$ cat config.mk
export PLATFORM = sky130hd
export DESIGN_NAME = ps2_receiver
export DESIGN_NICKNAME = d
export VERILOG_FILES = /design/src/rtl/ps2_receiver.sv
export SDC_FILE = /design/constraint.sdc
export NUM_CORES = 1
export LEC_CHECK = 0
export CAP_MARGIN = 10
export CELL_PAD_IN_SITES_DETAIL_PLACEMENT = 0
export CELL_PAD_IN_SITES_GLOBAL_PLACEMENT = 2
export CORE_MARGIN = 2
export CORE_UTILIZATION = 40
export CTS_BUF_LIST = sky130_fd_sc_hd__clkbuf_4 sky130_fd_sc_hd__clkbuf_8
export DETAILED_ROUTE_END_ITERATION = 7
export GPL_TIMING_DRIVEN = 0
export PLACE_DENSITY = 0.88
export SKIP_CTS_REPAIR_TIMING = 1
export SYNTH_ARGS = -nofsm -noshare
export SYNTH_HDL_FRONTEND = slang
export SYNTH_SLANG_ARGS = --single-unit
export TNS_END_PERCENT = 30
$ cat constraint.sdc
create_clock -name clk -period 3.1 [get_ports clk]
set_clock_uncertainty 0.15 [all_clocks]
set_input_delay 0.465 -clock clk [delete_from_list [all_inputs] [get_ports clk]]
set_output_delay 0.465 -clock clk [all_outputs]
set_load 0.05 [all_outputs]
$ cat src/rtl/ps2_receiver.sv
// Purpose: PS/2 device-to-host frame receiver; folds E0/F0 prefixes into flags on the next code byte.
// Latency: strobes rise 3 clk edges after the stop-bit ps2Clk fall (2 sync + 1 edge reg); timeout strobe TIMEOUT-1 cycles after the last fall.
// Backpressure: none; the PS/2 device cannot be stalled, so each strobe lasts one cycle and must be consumed.
module ps2_receiver #(
  parameter int TIMEOUT = 4000,
  parameter int CNT_W   = 12
) (
  input  logic       clk,
  input  logic       reset,
  input  logic       ps2Clk,
  input  logic       ps2Data,
  output logic [7:0] code,
  output logic       codeValid,
  output logic       extended,
  output logic       released,
  output logic       parityError,
  output logic       frameError
);

  typedef enum logic [1:0] {IDLE, DATA, PARITY, STOP} state_t;

  // Compared against the registered count, so the strobe lands on the edge the count reaches TIMEOUT-1.
  localparam logic [CNT_W-1:0] TO_LAST = CNT_W'(TIMEOUT - 2);
  localparam logic [CNT_W-1:0] CNT_MAX = '1;

  logic             clk_meta, clk_sync, prev_clk;
  logic             data_meta, data_sync;
  logic             fall;
  state_t           state_q, state_d;
  logic [2:0]       bit_cnt;
  logic [7:0]       shift_q;
  logic             parity_q;
  logic [CNT_W-1:0] cnt_q;
  logic             ext_pend, rel_pend;
  logic             frame_done, timeout;
  logic             frm_err, par_err, good, is_e0, is_f0;

  // Two-flop synchronisers plus edge register; reset high so reset never fabricates a falling edge.
  always_ff @(posedge clk) begin
    if (!reset) begin
      clk_meta  <= 1'b1;
      clk_sync  <= 1'b1;
      prev_clk  <= 1'b1;
      data_meta <= 1'b1;
      data_sync <= 1'b1;
    end else begin
      clk_meta  <= ps2Clk;
      clk_sync  <= clk_meta;
      prev_clk  <= clk_sync;
      data_meta <= ps2Data;
      data_sync <= data_meta;
    end
  end

  assign fall = prev_clk & ~clk_sync;

  // Next-state logic; a fall always takes priority over the timeout.
  always_comb begin
    state_d    = state_q;
    frame_done = 1'b0;
    timeout    = 1'b0;
    if (fall) begin
      case (state_q)
        IDLE:    if (!data_sync) state_d = DATA;
        DATA:    if (bit_cnt == 3'd7) state_d = PARITY;
        PARITY:  state_d = STOP;
        STOP: begin
          state_d    = IDLE;
          frame_done = 1'b1;
        end
        default: state_d = IDLE;
      endcase
    end else if (state_q != IDLE && cnt_q == TO_LAST) begin
      state_d = IDLE;
      timeout = 1'b1;
    end
  end

  // A bad stop bit masks a parity failure so only one error strobe ever fires.
  assign frm_err = (frame_done & ~data_sync) | timeout;
  assign par_err = frame_done & data_sync & ~(^shift_q ^ parity_q);
  assign good    = frame_done & data_sync &  (^shift_q ^ parity_q);
  assign is_e0   = (shift_q == 8'hE0);
  assign is_f0   = (shift_q == 8'hF0);

  // State register, bit assembly and inter-edge timeout counter.
  always_ff @(posedge clk) begin
    if (!reset) begin
      state_q  <= IDLE;
      bit_cnt  <= 3'd0;
      shift_q  <= 8'h00;
      parity_q <= 1'b0;
      cnt_q    <= '0;
    end else begin
      state_q <= state_d;
      if (fall) begin
        case (state_q)
          IDLE:    bit_cnt <= 3'd0;
          DATA: begin
            bit_cnt <= bit_cnt + 3'd1;
            shift_q <= {data_sync, shift_q[7:1]};
          end
          PARITY:  parity_q <= data_sync;
          default: ;
        endcase
      end
      if (fall || state_q == IDLE || timeout) cnt_q <= '0;
      else if (cnt_q != CNT_MAX)               cnt_q <= cnt_q + CNT_W'(1);
    end
  end

  // Prefix folding, held outputs and registered one-cycle strobes.
  always_ff @(posedge clk) begin
    if (!reset) begin
      ext_pend    <= 1'b0;
      rel_pend    <= 1'b0;
      code        <= 8'h00;
      extended    <= 1'b0;
      released    <= 1'b0;
      codeValid   <= 1'b0;
      parityError <= 1'b0;
      frameError  <= 1'b0;
    end else begin
      codeValid   <= good & ~is_e0 & ~is_f0;
      parityError <= par_err;
      frameError  <= frm_err;
      if (frm_err || par_err) begin
        ext_pend <= 1'b0;
        rel_pend <= 1'b0;
      end else if (good) begin
        if (is_e0) begin
          ext_pend <= 1'b1;
        end else if (is_f0) begin
          rel_pend <= 1'b1;
        end else begin
          code     <= shift_q;
          extended <= ext_pend;
          released <= rel_pend;
          ext_pend <= 1'b0;
          rel_pend <= 1'b0;
        end
      end
    end
  end

endmodule

* Yosys cells after proc, flatten, opt, wreduce, memory -nomap -nowiden *
Index checks and enable logic that the tools add are counted.

word-level totals
  input bits = 4
  bits in registers = 46
  output and inout port bits = 13
  word-level logic and storage cells = 78

cells by class
  reduce and logical (&&, ||, !) cells = 18
  eq/ne operators = 11
  add/subtract/negate cells = 2
  bitwise operators = 16
  multiplexer cells = 13

operators by type and width
  kind                                                              count
  8-bit == test (second input constant)                             2
  12-bit by 1-bit adder with 12-bit output (second input constant)  1
  12-bit == test (second input constant)                            1
  12-bit inequality test (second input constant)                    1
  2-bit AND reduction                                               5
  2-bit two-way mux                                                 4
  2-bit one-hot mux with 4 select lines                             1
  8-bit parity                                                      1
  1-bit AND                                                         7
  1-bit two-way mux                                                 7
  1-bit NOT                                                         7
  3-bit inequality test (second input constant)                     2
  3-bit one-hot mux with 2 select lines                             1
  2-bit nonzero test                                                3
  2-bit == test (second input constant)                             2
  4-bit AND reduction                                               1
  2-bit OR reduction                                                2
  3-bit by 1-bit adder with 3-bit output (second input constant)    1
  3-bit == test (second input constant)                             1
  1-bit logical OR                                                  3
  3-bit AND reduction                                               1
  2-bit by 1-bit == test with 1-bit output (second input constant)  1
  2-bit zero test                                                   1
  2-bit inequality test (second input constant)                     1
  other kinds (3)                                                   3

* Depth between registers and ports, before layout *
Gate-level depths: netlist (run 1).

  depth after elaboration = 8
  gate-level depth with buffers = 7
  depth with buffers taken out = 6

* Least setup slack after synthesis (run 1) *
OpenSTA, ideal clock, no wires.

  path type = register to register
  from = reg state_q[0]
  to = reg cnt_q[10]
  setup time = 131 ps
  cell stages (with the launch flop) = 8
  slack = 1,134 ps
  required time = 2,819 ps
  period minus slack after synthesis = 1,966 ps
  path buffers = 1
  arrival = 1,685 ps
  cell sequence = dfxtp_1 -> inv_1 -> ha_1 -> nand4bb_1 -> or4_4 -> or4b_4 -> buf_6 -> a211oi_1

between the ends
  word-level cells in the longest chain between the ends = 6
  elaborated cells between the ends (all ways) = 8
  those cells by class = mux (2); reduce/logical (6)

RTL lines
  item                              line  RTL
  from (decl)                       29    state_t state_q, state_d;
  from (signal assigned)            95    state_q <= state_d;
  2-bit nonzero test                73    end else if (state_q != IDLE && cnt_q == TO_LAST) begin
  1-bit logical AND                 73
  1-bit two-way mux                 73
  1-bit two-way mux                 62    if (fall) begin
  1-bit logical OR (*)              107   if (fall || state_q == IDLE || timeout) cnt_q <= '0;
  2-bit OR reduction (no line) (*)  --
  to (signal assigned)              108   else if (cnt_q != CNT_MAX) cnt_q <= cnt_q + CNT_W'(1);
  to (decl)                         33    logic [CNT_W-1:0] cnt_q;

Every way passes the cells marked *; elsewhere a longest branch is shown, timed or not.
A chain may end at the register's enable or synchronous reset.

* Worst setup path in the final report (run 1) *
Same ends and word-level chain as after synthesis.

==> run summary, run 1 <==
TritonCTS built the clock tree. From bottom edge to top edge, the die measures 75.8 um. The total count of max-transition violations in the final report was 0. Sequential cell area: 921 um^2. The tool flagged a number of max-cap violations equal to 0. STA classifies the critical path startpoint as a register. The number of antenna violations at the first check in global routing was 0; the post-synthesis instance area was 0.00206 mm^2. The area fraction of the dominant cell type after synthesis came out at 44.7%. The filler cells instantiated in the layout total 524. The cell with the largest stage delay on the worst path was sky130_fd_sc_hd__or4_4.

The run gives 44.7% as the sequential-to-total area share from yosys stat. Summing all multi-input logic gate instances after layout gives 0.00106 mm^2. Clock latency on the worst-skew pair, taken at its later pin, is 300 ps.

Post-layout minimum cycle time: 2200 ps. The main flop type after synthesis is sky130_fd_sc_hd__dfxtp_1. In this run the worst path has a maximum fanout of 10.

In the post-synthesis netlist, the biggest area contributors are sky130_fd_sc_hd__dfxtp_1 45%, sky130_fd_sc_hd__nand2_1 8.2%, sky130_fd_sc_hd__ha_1 7.9%. The row count was 26. Among cell families on the critical path, the largest total delay comes from simple AND/OR/NAND/NOR gates. Setup violations remaining at the end of the flow were counted as 0. On the worst path, the slowest cell contributes a delay of 520 ps. The floorplan step defined a core boundary enclosing 0.00504 mm^2. The repair_antennas step left the layout with diodes totalling 0. The synthesized netlist contains 40 unique library cells. By startpoint and endpoint, the worst setup path is classified as register to register. At the end of the flow, the number of nets in the layout was 270. The most common cell in the synthesized netlist is sky130_fd_sc_hd__dfxtp_1. Buffers inserted during clock tree synthesis total 5. The critical path goes through inv_1 -> ha_1 -> nand4bb_1 -> or4_4 -> or4b_4 -> buf_6 -> a211oi_1.

Setup repair after global routing left no endpoint under its margin. The H-tree level count is 2. The headroom to the max-slew limit is 65.2%, and the final weighted congestion in routability-driven placement is 0.696. The tree is rooted in a sky130_fd_sc_hd__clkbuf_8. The number of buffer and inverter instances along the worst setup path is 2. The total vias in the final route is 1592, and the starting utilization of the core area is 40.9%. The type of element capturing the critical path was a register. The run gives 0 as the total congestion overflow after global routing. In the finished design, the share of the clock period the worst path needs comes to 71.0%. The tools report the number of I/O pins as 17. The flow ran to the end, and the final reports show no timing, DRC or antenna violations. The longest clock path from root to sink contains 2 buffers.

The logs give 2230 ps for the arrival time at the worst endpoint and 1354 for the number of global-route vias before repair. The average footprint of a synthesized cell works out to 8.97 um^2. Summed over all failing endpoints, the final setup total negative slack is 0 ps.

The share of cells above drive strength 1 came out at 5.91%. Global routing used 14.8% of the available tracks across all layers. The most area-hungry cell type in the Yosys netlist is sky130_fd_sc_hd__dfxtp_1. The die is 75.8 um wide. The logs give 230 for the post-synthesis instance total and 6.40 mm for the first-pass GRT wire length.

The areal power density over the cells was 445 mW/mm^2. VDD sags by at most 0.213 mV. The endpoint required time on the critical path was 3130 ps.

CTS saw 46 sinks. The clock-pin slew on the worst setup and hold paths is 90 ps. Number of warnings issued by yosys: 0. For this run, the top clock speed supported by timing is 454 MHz.

The die covers 0.00574 mm^2. The number of nets handed over by synthesis was 247. The final layout contains routed wiring with a total length of 3.97 mm. For this run, design rule violations remaining after detail routing come to 0. The run gives 76 as the initial DRC count. Ranked by instance count, the synthesized netlist is headed by 46 x sky130_fd_sc_hd__dfxtp_1, 45 x sky130_fd_sc_hd__nand2_1, 16 x sky130_fd_sc_hd__a21oi_1. The detail route stage leaves a number of antenna-violating nets equal to 0. The post-DP HPWL is 2.86 mm.

For this run, asynchronously set or reset flops after synthesis account for 0%. The finished layout holds 324 standard cells, fillers aside. The type of the tightest min-delay check is register to register. Before antenna repair, the detailed router went through 4 iterations. Synthesis inferred 46 register bits. The final hold violation count was 0.

Entering global routing, the biggest net connects 16 pins. The via-per-instance ratio came out at 4.91. At the pin with the least slew margin, the transition time is 522 ps. The count of input and output buffers works out to 16.

The number of flops mapped to enable cells by yosys was 0. Summed over all cells, the static leakage comes to 0.804 nW. The average wire per standard cell is 12.3 um, and the number of placed instances with taps included is 316. From synthesis to final layout, the design area changed by 17.5%.
cell usage in the layout, fill, tap and decap left out, types with 4 or more instances in the layout:
cell type                         count
sky130_fd_sc_hd__a21oi_1             16
sky130_fd_sc_hd__and3_1               4
sky130_fd_sc_hd__clkbuf_1             6
sky130_fd_sc_hd__clkbuf_8             5
sky130_fd_sc_hd__clkdlybuf4s50_1     16
sky130_fd_sc_hd__dfxtp_1             46
sky130_fd_sc_hd__ha_1                13
sky130_fd_sc_hd__inv_1               11
sky130_fd_sc_hd__mux2i_1             12
sky130_fd_sc_hd__nand2_1             45
sky130_fd_sc_hd__nand2b_1             6
sky130_fd_sc_hd__nand3_1              5
sky130_fd_sc_hd__nand4_1              5
sky130_fd_sc_hd__nor2_1              11
sky130_fd_sc_hd__nor3_1               5
sky130_fd_sc_hd__nor4_1               5
sky130_fd_sc_hd__o21ai_0              4
sky130_fd_sc_hd__xnor2_1              4
stage by stage:
stage	instance area [um^2]	util [%]	hold slack, ps	total power (W)	worst slack (ps)
2_1_floorplan	2060	-	236	0.000623	1130
3_5_place_dp	2310	45.8	246	0.000633	819
5_1_grt	2420	48.0	288	0.00112	789
3_3_place_gp	2310	45.8	242	0.000633	834
6_report	2420	48.0	266	0.00108	899
4_1_cts	2420	48.0	269	0.00109	905
cell families after synthesis:
group	after synthesis	share of synthesized area, %
adder cells (fa/ha/maj)	13	7.89
XOR/XNOR	7	3.64
buffers and inverters	20	4.13
AND/OR/NAND/NOR	97	23.2
multiplexers	12	5.83
AO/OA/AOI/OAI	35	10.6
flip-flops	46	44.7
worst register-to-register path: cells and delay by family (launching register included):
kind,cells,cell delay (ps)
and+or+nand+nor,3,980
buffers and inverters,2,230
DFF,1,410
adders and majority gates,1,260
AOI/OAI and AO/OA,1,50
registers in the layout (all words and copies together) (netlist names):
register	cells
state_q	2
bit_cnt	3
ext_pend	1
code	8
extended	1
cnt_q	12
clk_meta	1
frameError	1
rel_pend	1
prev_clk	1
parity_q	1
data_meta	1
data_sync	1
clk_sync	1
released	1
codeValid	1
shift_q	8
parityError	1
routing by layer:
| metal | global-route usage, % | part of all wire (%) | wire [um] |
|---|---|---|---|
| met1 | 20.9 | 53 | 2100 |
| met2 | 21.6 | 43 | 1690 |
| met3 | 3.97 | 3.0 | 119 |
| met4 | 5.26 | 1.5 | 61 |
| met5 | 0 | 0 | 0 |
power by group:
group / switching (W) / internal (W) / total, W
Combinational: 0.0000157 / 0.00000817 / 0.0000238
Sequential: 0.00000190 / 0.000593 / 0.000595
Clock: 0.000216 / 0.000242 / 0.000458
worst paths after layout:
check	cells after the start	startpoint	to	slack [ps]
setup reg to reg	7	state_q[0]	cnt_q[10]	900
hold / removal	1	clk_meta	clk_sync	270
setup / recovery	7	state_q[0]	cnt_q[10]	900
hold reg to reg	1	clk_meta	clk_sync	270
area by class of cell:
type / count / share of cell area, %
multi-input combinational: 164 / 43.6
timing repair buffer: 16 / 6.61
inverter: 11 / 1.70
tap: 70 / 3.62
clock inverter: 3 / 1.81
clock buffer: 5 / 2.84
sequential: 46 / 38.0
buffer: 9 / 1.81
Note: power is estimated with default switching activity, not from simulation.
==> inputs of run 2 (changes only) <==
--- a/config.mk
+++ b/config.mk
@@ -9,11 +9,11 @@
 export CELL_PAD_IN_SITES_DETAIL_PLACEMENT = 0
 export CELL_PAD_IN_SITES_GLOBAL_PLACEMENT = 2
 export CORE_MARGIN = 2
-export CORE_UTILIZATION = 40
+export CORE_UTILIZATION = 33
 export CTS_BUF_LIST = sky130_fd_sc_hd__clkbuf_4 sky130_fd_sc_hd__clkbuf_8
 export DETAILED_ROUTE_END_ITERATION = 7
 export GPL_TIMING_DRIVEN = 0
-export PLACE_DENSITY = 0.88
+export PLACE_DENSITY = 0.77
 export SKIP_CTS_REPAIR_TIMING = 1
 export SYNTH_ARGS = -nofsm -noshare
 export SYNTH_HDL_FRONTEND = slang
==> constraint.sdc (replaced) <==
create_clock -name clk -period 1.8 [get_ports clk]
set_clock_uncertainty 0.15 [all_clocks]
set_input_delay 0.27 -clock clk [delete_from_list [all_inputs] [get_ports clk]]
set_output_delay 0.27 -clock clk [all_outputs]
set_load 0.05 [all_outputs]
==> run 2 against run 1 <==
The flow now finishes with violations (setup timing). Setup slack worse by 1100 ps. Critical path depth unchanged. Combinational power up 87%. First-iteration DRC count down 51%. Count of clock-buffer cells in the layout up 1. Fmax up 11%. Sequential share of layout area down 3.0 points. Largest power group unchanged. Wire length up 8.3%.
==> run summary, run 2 (synthesis gave the netlist of run 1 again) <==
Number of buffer and inverter instances along the worst setup path: 2 (unchanged). The logs give 2020 ps (-210 ps) for the arrival time at the worst endpoint and 0 (unchanged) for the residual DRC count. Among all stages on the critical path, the largest delay is contributed by sky130_fd_sc_hd__or4_4.

Power dissipated by switching net loads: 0.000382 W (+63%). The die extent in y was 83.0 um (+9.6%). Setup repair after global routing could not meet its margin everywhere. The run finished, with violations left. The starting utilization of the core area is 34.4% (-6.5 points), and the layout-stage area growth over the synthesis result is 30.9%. Final setup violation count: 27 (+27). For the internal power component, the log shows 0.00162 W (+92%).

The run gives 0 (unchanged) as the final hold violation count. In the final layout, the registers with the most flip-flops are cnt_q x12, code x8, shift_q x8. The largest fanout of any net on the critical path was 5 (-5); the total count of max-transition violations in the final report was 0 (unchanged).

The share of the clock period used by the worst path is 110% (+39 points), and the core region area is 0.00599 mm^2 (+19%). The peak per-stage delay on the critical path was 510 ps (about the same). The horizontal extent of the die works out to 83.0 um (+9.6%).

The via-per-instance ratio is 4.76 (-3.2%), and the H-tree level count is 2 (unchanged). The number of global-route vias before repair was 1540 (+14%); the count of clock tree sinks was 46 (unchanged). The transition time at the pin with the least slew margin is 504 ps (-17.8 ps). The static leakage is 1.14 nW (+41%). Number of placed instances with taps included: 321 (+1.6%). The part of the power in combinational logic is 2.2% (about the same).

TritonCTS built the clock tree. The most common cell after layout, fill and taps aside is sky130_fd_sc_hd__nand2_1. The logs give -174 ps (-1070 ps) for the worst setup margin and 1622 (+1.9%) for the total vias in the final route. The hold path depth was 1 (unchanged).

The areal power density over the cells works out to 743 mW/mm^2 (+67%). For hold timing, the worst endpoint is data_sync. The number of maximum-capacitance violations was 0 (unchanged); the maximum vdd drop was 0.297 mV (+39%). The most critical setup path has its startpoint at state_q[0]. The summed negative setup slack over all endpoints was -3420 ps (-3420 ps). The initial DRC count is 37 (-51%). The cell sitting at the root of the clock tree is a sky130_fd_sc_hd__clkbuf_8. STA classifies the critical path startpoint as a register. The logs give 0.00690 mm^2 (+20%) for the area enclosed by the die boundary and 0.00201 W (+86%) for the post-layout total power. Total congestion overflow after global routing: 0 (unchanged).

The logs give 47.0% (+4.5 points) for the clock network power share and 1840 ps (-1290 ps) for the endpoint required time on the critical path. Net count of the finished layout: 282 (+4.4%). The clock buffer count from CTS is 5 (unchanged), and the total wirelength of the detailed-routed design is 4.30 mm (+8.3%). The signal on the critical path passes through inv_2 -> ha_4 -> nand4bb_1 -> or4_4 -> or4b_4 -> clkbuf_16 -> a211oi_2.

The first-pass GRT wire length is 7.17 mm (+12%), and the final standard cell count with taps included and fillers excluded is 341 (+5.2%). Class of the most critical setup path: register to register. Headroom to the max-slew limit: 66.3% (+1.1 points).

The achievable frequency was 507 MHz (+11%). Detailed-routing iteration count for the pre-antenna-repair pass: 4 (unchanged). The flip-flop count of the largest register after layout was 12 (unchanged). Among cell families on the critical path, the largest total delay comes from simple AND/OR/NAND/NOR gates.

The row count was 28 (+7.7%). The pin count of the biggest net entering global routing is 15 (-1). The count of input and output buffers was 16 (unchanged). The number of nets with antenna violations after detailed routing was 0 (unchanged); the share of total power consumed by net switching was 19.0% (-2.7 points). The worst-case hold slack was 259 ps (-6.72 ps). Share of cells above drive strength 1: 18.8% (+13 points). The run gives 0 (unchanged) as the number of antenna violations at the first check in global routing.

The average wire per standard cell is 12.6 um (+2.9%). The run gives 17 (unchanged) as the number of I/O pins. The tools report the register-to-register setup slack as -170 ps (-1070 ps). The cell depth of the worst flop-to-flop path came out at 7 (unchanged). Type of element capturing the critical path: a register.

The type of the tightest min-delay check was register to register. The run gives 12.8% (-2.0 points) as the overall track demand over capacity in global routing. The post-layout minimum cycle time was 1970 ps (-227 ps). The worst min-delay path startpoint was data_meta. Clock-pin slew on the worst setup and hold paths: 90 ps (about the same). Leaving out fill and tap cells, the most frequent cells in the layout are 45 x sky130_fd_sc_hd__nand2_1, 37 x sky130_fd_sc_hd__dfxtp_1, 14 x sky130_fd_sc_hd__a21oi_1. Clock latency of the later-clocked register in the worst-skew pair: 300 ps (about the same). The tools report the terminus of the critical flop-to-flop path as cnt_q[4]. The final reports fail on setup timing.

For the maximum clock path buffer count, the log shows 2 (unchanged). The top register by number of flip-flops was cnt_q. The logs give 2.94 mm (+2.9%) for the post-DP HPWL and 0 (unchanged) for the antenna diode instance count. The critical register-to-register path startpoint was state_q[0].

The final weighted congestion in routability-driven placement was 0.711 (+2.2%); the sequential share of power was 50.7% (-4.5 points).
-- run 2: worst max-delay path by stage --
stage                  to  slack [ps]  cells past startpoint
2_1_floorplan   cnt_q[10]         -80                      7
3_3_place_gp     cnt_q[3]        -270                      6
3_5_place_dp   state_q[0]        -300                      5
4_1_cts          cnt_q[3]        -270                      6
5_1_grt          cnt_q[4]        -260                      7
6_report         cnt_q[4]        -170                      7
-- run 2: final cells by class --
class / instances / area, um^2
fillers: 594 / 3290
well taps: 75 / 93.8
clock inverters: 2 / 60.1
repair buffers: 28 / 300
multi-input cells: 164 / 1120
flip-flops and latches: 46 / 945
plain buffers: 9 / 50.0
clock buffers: 6 / 82.6
inverters: 11 / 43.8
-- run 2: through the flow --
stage                     setup WS, ps  utilization, %  area (um^2)
after global placement            -273            39.4         2360
after detailed placement          -302            39.4         2360
after global routing              -258            45.1         2700
after floorplan                  -77.6               -         2110
after CTS                         -266            41.8         2500
final                             -174            45.1         2700
-- run 2: per-layer routing --
metal  part of all wire (%)  vias to the layer above  GRT usage [%]
met3                    3.0                        2           3.88
li1                       -                      863              -
met2                     48                       19           21.3
met5                      0                        -              0
met4                   0.77                        0           4.92
met1                     48                      738           15.4
-- run 2: power groups by stage --
stage | Clock (W) | Sequential [W] | Combinational [W]
global placement | 0 | 0.00105 | 0.0000429
global route | 0.00102 | 0.00102 | 0.0000497
finish | 0.000943 | 0.00102 | 0.0000446
floorplan | 0 | 0.00105 | 0.0000257
detailed placement | 0 | 0.00105 | 0.0000429
CTS | 0.000987 | 0.00103 | 0.0000431
-- run 2: worst reg2reg max path: stages, from the launching register on --
cell and delay (ps):
sky130_fd_sc_hd__dfxtp_4 370, sky130_fd_sc_hd__inv_2 50, sky130_fd_sc_hd__ha_4 170, sky130_fd_sc_hd__nand4bb_1 180, sky130_fd_sc_hd__or4_4 510, sky130_fd_sc_hd__or4b_4 270
sky130_fd_sc_hd__clkbuf_16 150, sky130_fd_sc_hd__a211oi_2 40
==> inputs of run 3 (changes only) <==
--- a/config.mk
+++ b/config.mk
@@ -8,7 +8,7 @@
 export CAP_MARGIN = 10
 export CELL_PAD_IN_SITES_DETAIL_PLACEMENT = 0
 export CELL_PAD_IN_SITES_GLOBAL_PLACEMENT = 2
-export CORE_MARGIN = 2
+export CORE_MARGIN = 1
 export CORE_UTILIZATION = 33
 export CTS_BUF_LIST = sky130_fd_sc_hd__clkbuf_4 sky130_fd_sc_hd__clkbuf_8
 export DETAILED_ROUTE_END_ITERATION = 7
==> run 3 against run 2 <==
The flow still finishes with violations (setup timing). Via count is 2.3% higher. Critical endpoint is now code[1]. First-iteration DRC count grew 35%. Fmax down 0.84%. Count of clock-buffer cells in the layout unchanged. Critical path type unchanged. Die area decreased by 4.8%. Sequential share of layout area grew 0.17 points. Worst hold slack gained 1.6 ps. Non-clock buffer count grew 1. Cell count up 0.29%. Total power decreased by 7.6%. Highest routed layer unchanged.
==> run summary, run 3 (synthesis gave the netlist of run 1 again) <==
The number of global-route vias before repair is 1504 (-2.3%), and the largest fanout of any net on the critical path is 5 (unchanged). The core region area was 0.00599 mm^2 (unchanged). Via-per-instance ratio: 4.85 (+2.0%). The tools report the initial DRC count as 50 (+35%). The clock-pin slew on the worst setup and hold paths was 90 ps (about the same). Total vias in the final route: 1659 (+2.3%).

The flip-flop count of the largest register after layout works out to 12 (unchanged). For the antenna diode instance count, the log shows 0 (unchanged). The die extent in y works out to 81.0 um (-2.4%). Counting flops per register, the top entry is cnt_q.

The tools report the achievable frequency as 502 MHz (-0.84%). The flow ran to the end, but the final reports show violations. The tools report the starting utilization of the core area as 34.4% (unchanged).

The share of total power consumed by net switching was 21.1% (+2.1 points). The run gives 66.5% (+0.20 points) as the headroom to the max-slew limit. Maximum vdd drop: 0.300 mV (+1.2%). The residual DRC count is 0 (unchanged), and the number of maximum-capacitance violations is 0 (unchanged). In the final layout, the registers with the most flip-flops are cnt_q x12, code x8, shift_q x8.

The number of nets with antenna violations after detailed routing came out at 0 (unchanged). The startpoint kind of the worst setup timing path was a register. The count of input and output buffers was 16 (unchanged). The clock latency of the later-clocked register in the worst-skew pair was 300 ps (about the same); the horizontal extent of the die was 81.0 um (-2.4%).

In the layout the commonest cells are 45 x sky130_fd_sc_hd__nand2_1, 38 x sky130_fd_sc_hd__dfxtp_1, 15 x sky130_fd_sc_hd__a21oi_1. The run gives 2060 ps (+40 ps) as the arrival time at the worst endpoint. The tools report the total count of max-transition violations in the final report as 0 (unchanged). TritonCTS built the clock tree. The tools report the sequential share of power as 55.0% (+4.3 points). The share of the clock period used by the worst path was 111% (+0.93 points). The layout-stage area growth over the synthesis result works out to 30.1%. Number of I/O pins: 17 (unchanged). The root buffer cell chosen for the clock tree is sky130_fd_sc_hd__clkbuf_8. Post-layout total power: 0.00185 W (-7.6%). The maximum clock path buffer count came out at 2 (unchanged). The final reports fail on setup timing. The overall track demand over capacity in global routing is 14.6% (+1.9 points).

Final hold violation count: 0 (unchanged). Leaving out fill and tap cells, the most frequent cell in the layout is sky130_fd_sc_hd__nand2_1. The internal power component came out at 0.00146 W (-10%). The number of inserted filler cells in the final layout is 597 (+0.51%), and the worst-case hold slack is 261 ps (+1.60 ps). The peak per-stage delay on the critical path came out at 370 ps (-140 ps). The final weighted congestion in routability-driven placement came out at 0.703 (-1.1%). Setup repair after global routing could not meet its margin everywhere. For the pin count of the biggest net entering global routing, the log shows 15 (unchanged). The clock network power share was 42.6% (-4.4 points); the hold path depth was 1 (unchanged). Final setup violation count: 27 (unchanged).

The tools report the static leakage as 1.13 nW (-0.49%). The cell with the largest stage delay on the worst path is sky130_fd_sc_hd__dfxtp_4. The total congestion overflow after global routing is 0 (unchanged). Pre-CTS worst setup slack: -331 ps (-29.3 ps). The critical path is of the register to register type. The endpoint required time on the critical path is 1870 ps (+30 ps), and the first-pass GRT wire length is 7.17 mm (unchanged). The total wirelength of the detailed-routed design is 4.43 mm (+3.2%), and the power dissipated by switching net loads is 0.000391 W (+2.4%). H-tree level count: 2 (unchanged).

The number of antenna violations at the first check in global routing was 0 (unchanged). The logs give -191 ps (-16.7 ps) for the worst setup margin and 5 (unchanged) for the clock buffer count from CTS. The run gives 283 (+0.35%) as the net count of the finished layout.

The transition time at the pin with the least slew margin was 501 ps (-3.05 ps). The area enclosed by the die boundary was 0.00657 mm^2 (-4.8%). The post-layout minimum cycle time is 1990 ps (+16.7 ps).

The count of clock tree sinks is 46 (unchanged). The type of the tightest min-delay check was register to register. The post-DP HPWL is 2.97 mm (+1.0%). The cell depth of the worst flop-to-flop path came out at 6 (-1).

The average wire per standard cell is 13.0 um (+2.9%). The share of cells above drive strength 1 came out at 17.6% (-1.2 points). STA classifies the critical path endpoint as a register. The tools report the detailed-routing iteration count for the pre-antenna-repair pass as 4 (unchanged).

Walking the worst path, the cells encountered are ha_4 -> xnor3_1 -> xnor2_2 -> nor3_2 -> buf_6 -> mux2i_1. The areal power density over the cells came out at 691 mW/mm^2 (-7.1%). The logs give 28 (unchanged) for the row count and 2.5% (+0.3 points) for the part of the power in combinational logic.
## run 3: power groups by stage
stage	clock [W]	combinational, W	sequential (W)
after global routing	0.000873	0.0000516	0.00102
after detailed placement	0	0.0000434	0.00105
after CTS	0.000815	0.0000434	0.00103
after global placement	0	0.0000432	0.00105
final	0.000789	0.0000458	0.00102
after floorplan	0	0.0000257	0.00105
## run 3: layout make-up
class	instances	area [um^2]	share of cell area, %
Multi-Input combinational cell	164	1120	41.8
Sequential cell	46	943	35.2
Timing Repair Buffer	29	312	11.6
Tap cell	75	93.8	3.50
Clock buffer	6	76.3	2.85
Buffer	9	53.8	2.01
Inverter	11	43.8	1.63
Clock inverter	2	37.5	1.40
## run 3: path summary, 6_finish.rpt
check	startpoint	to	slack (ps)
hold reg to reg	data_meta	data_sync	260
setup reg to reg	shift_q[6]	code[1]	-190
setup / recovery	shift_q[6]	code[1]	-190
hold / removal	data_meta	data_sync	260
## run 3: metrics by stage
stage | instance area [um^2] | util (%) | std cells | TNS (ps)
after floorplan | 2110 | - | 230 | -1290
after global placement | 2360 | 39.4 | 321 | -6320
after detailed placement | 2360 | 39.4 | 321 | -6470
after CTS | 2470 | 41.3 | 329 | -6220
after global routing | 2680 | 44.8 | 342 | -7390
final | 2680 | 44.8 | 342 | -3630
## run 3: layer usage
layer	global-route usage (%)	up-vias	share of wire [%]
li1	-	866	-
met2	23.4	23	45
met1	18.3	764	50
met4	6.25	0	1.6
met3	4.16	6	3.6
met5	0	-	0
## run 3: critical path, delay by kind of cell (launching register included)
family,cells,cell delay (ps)
xor+xnor,2,560
flops,1,370
fa+ha+maj,1,230
mux,1,220
simple gates,1,200
buf+inv,1,180
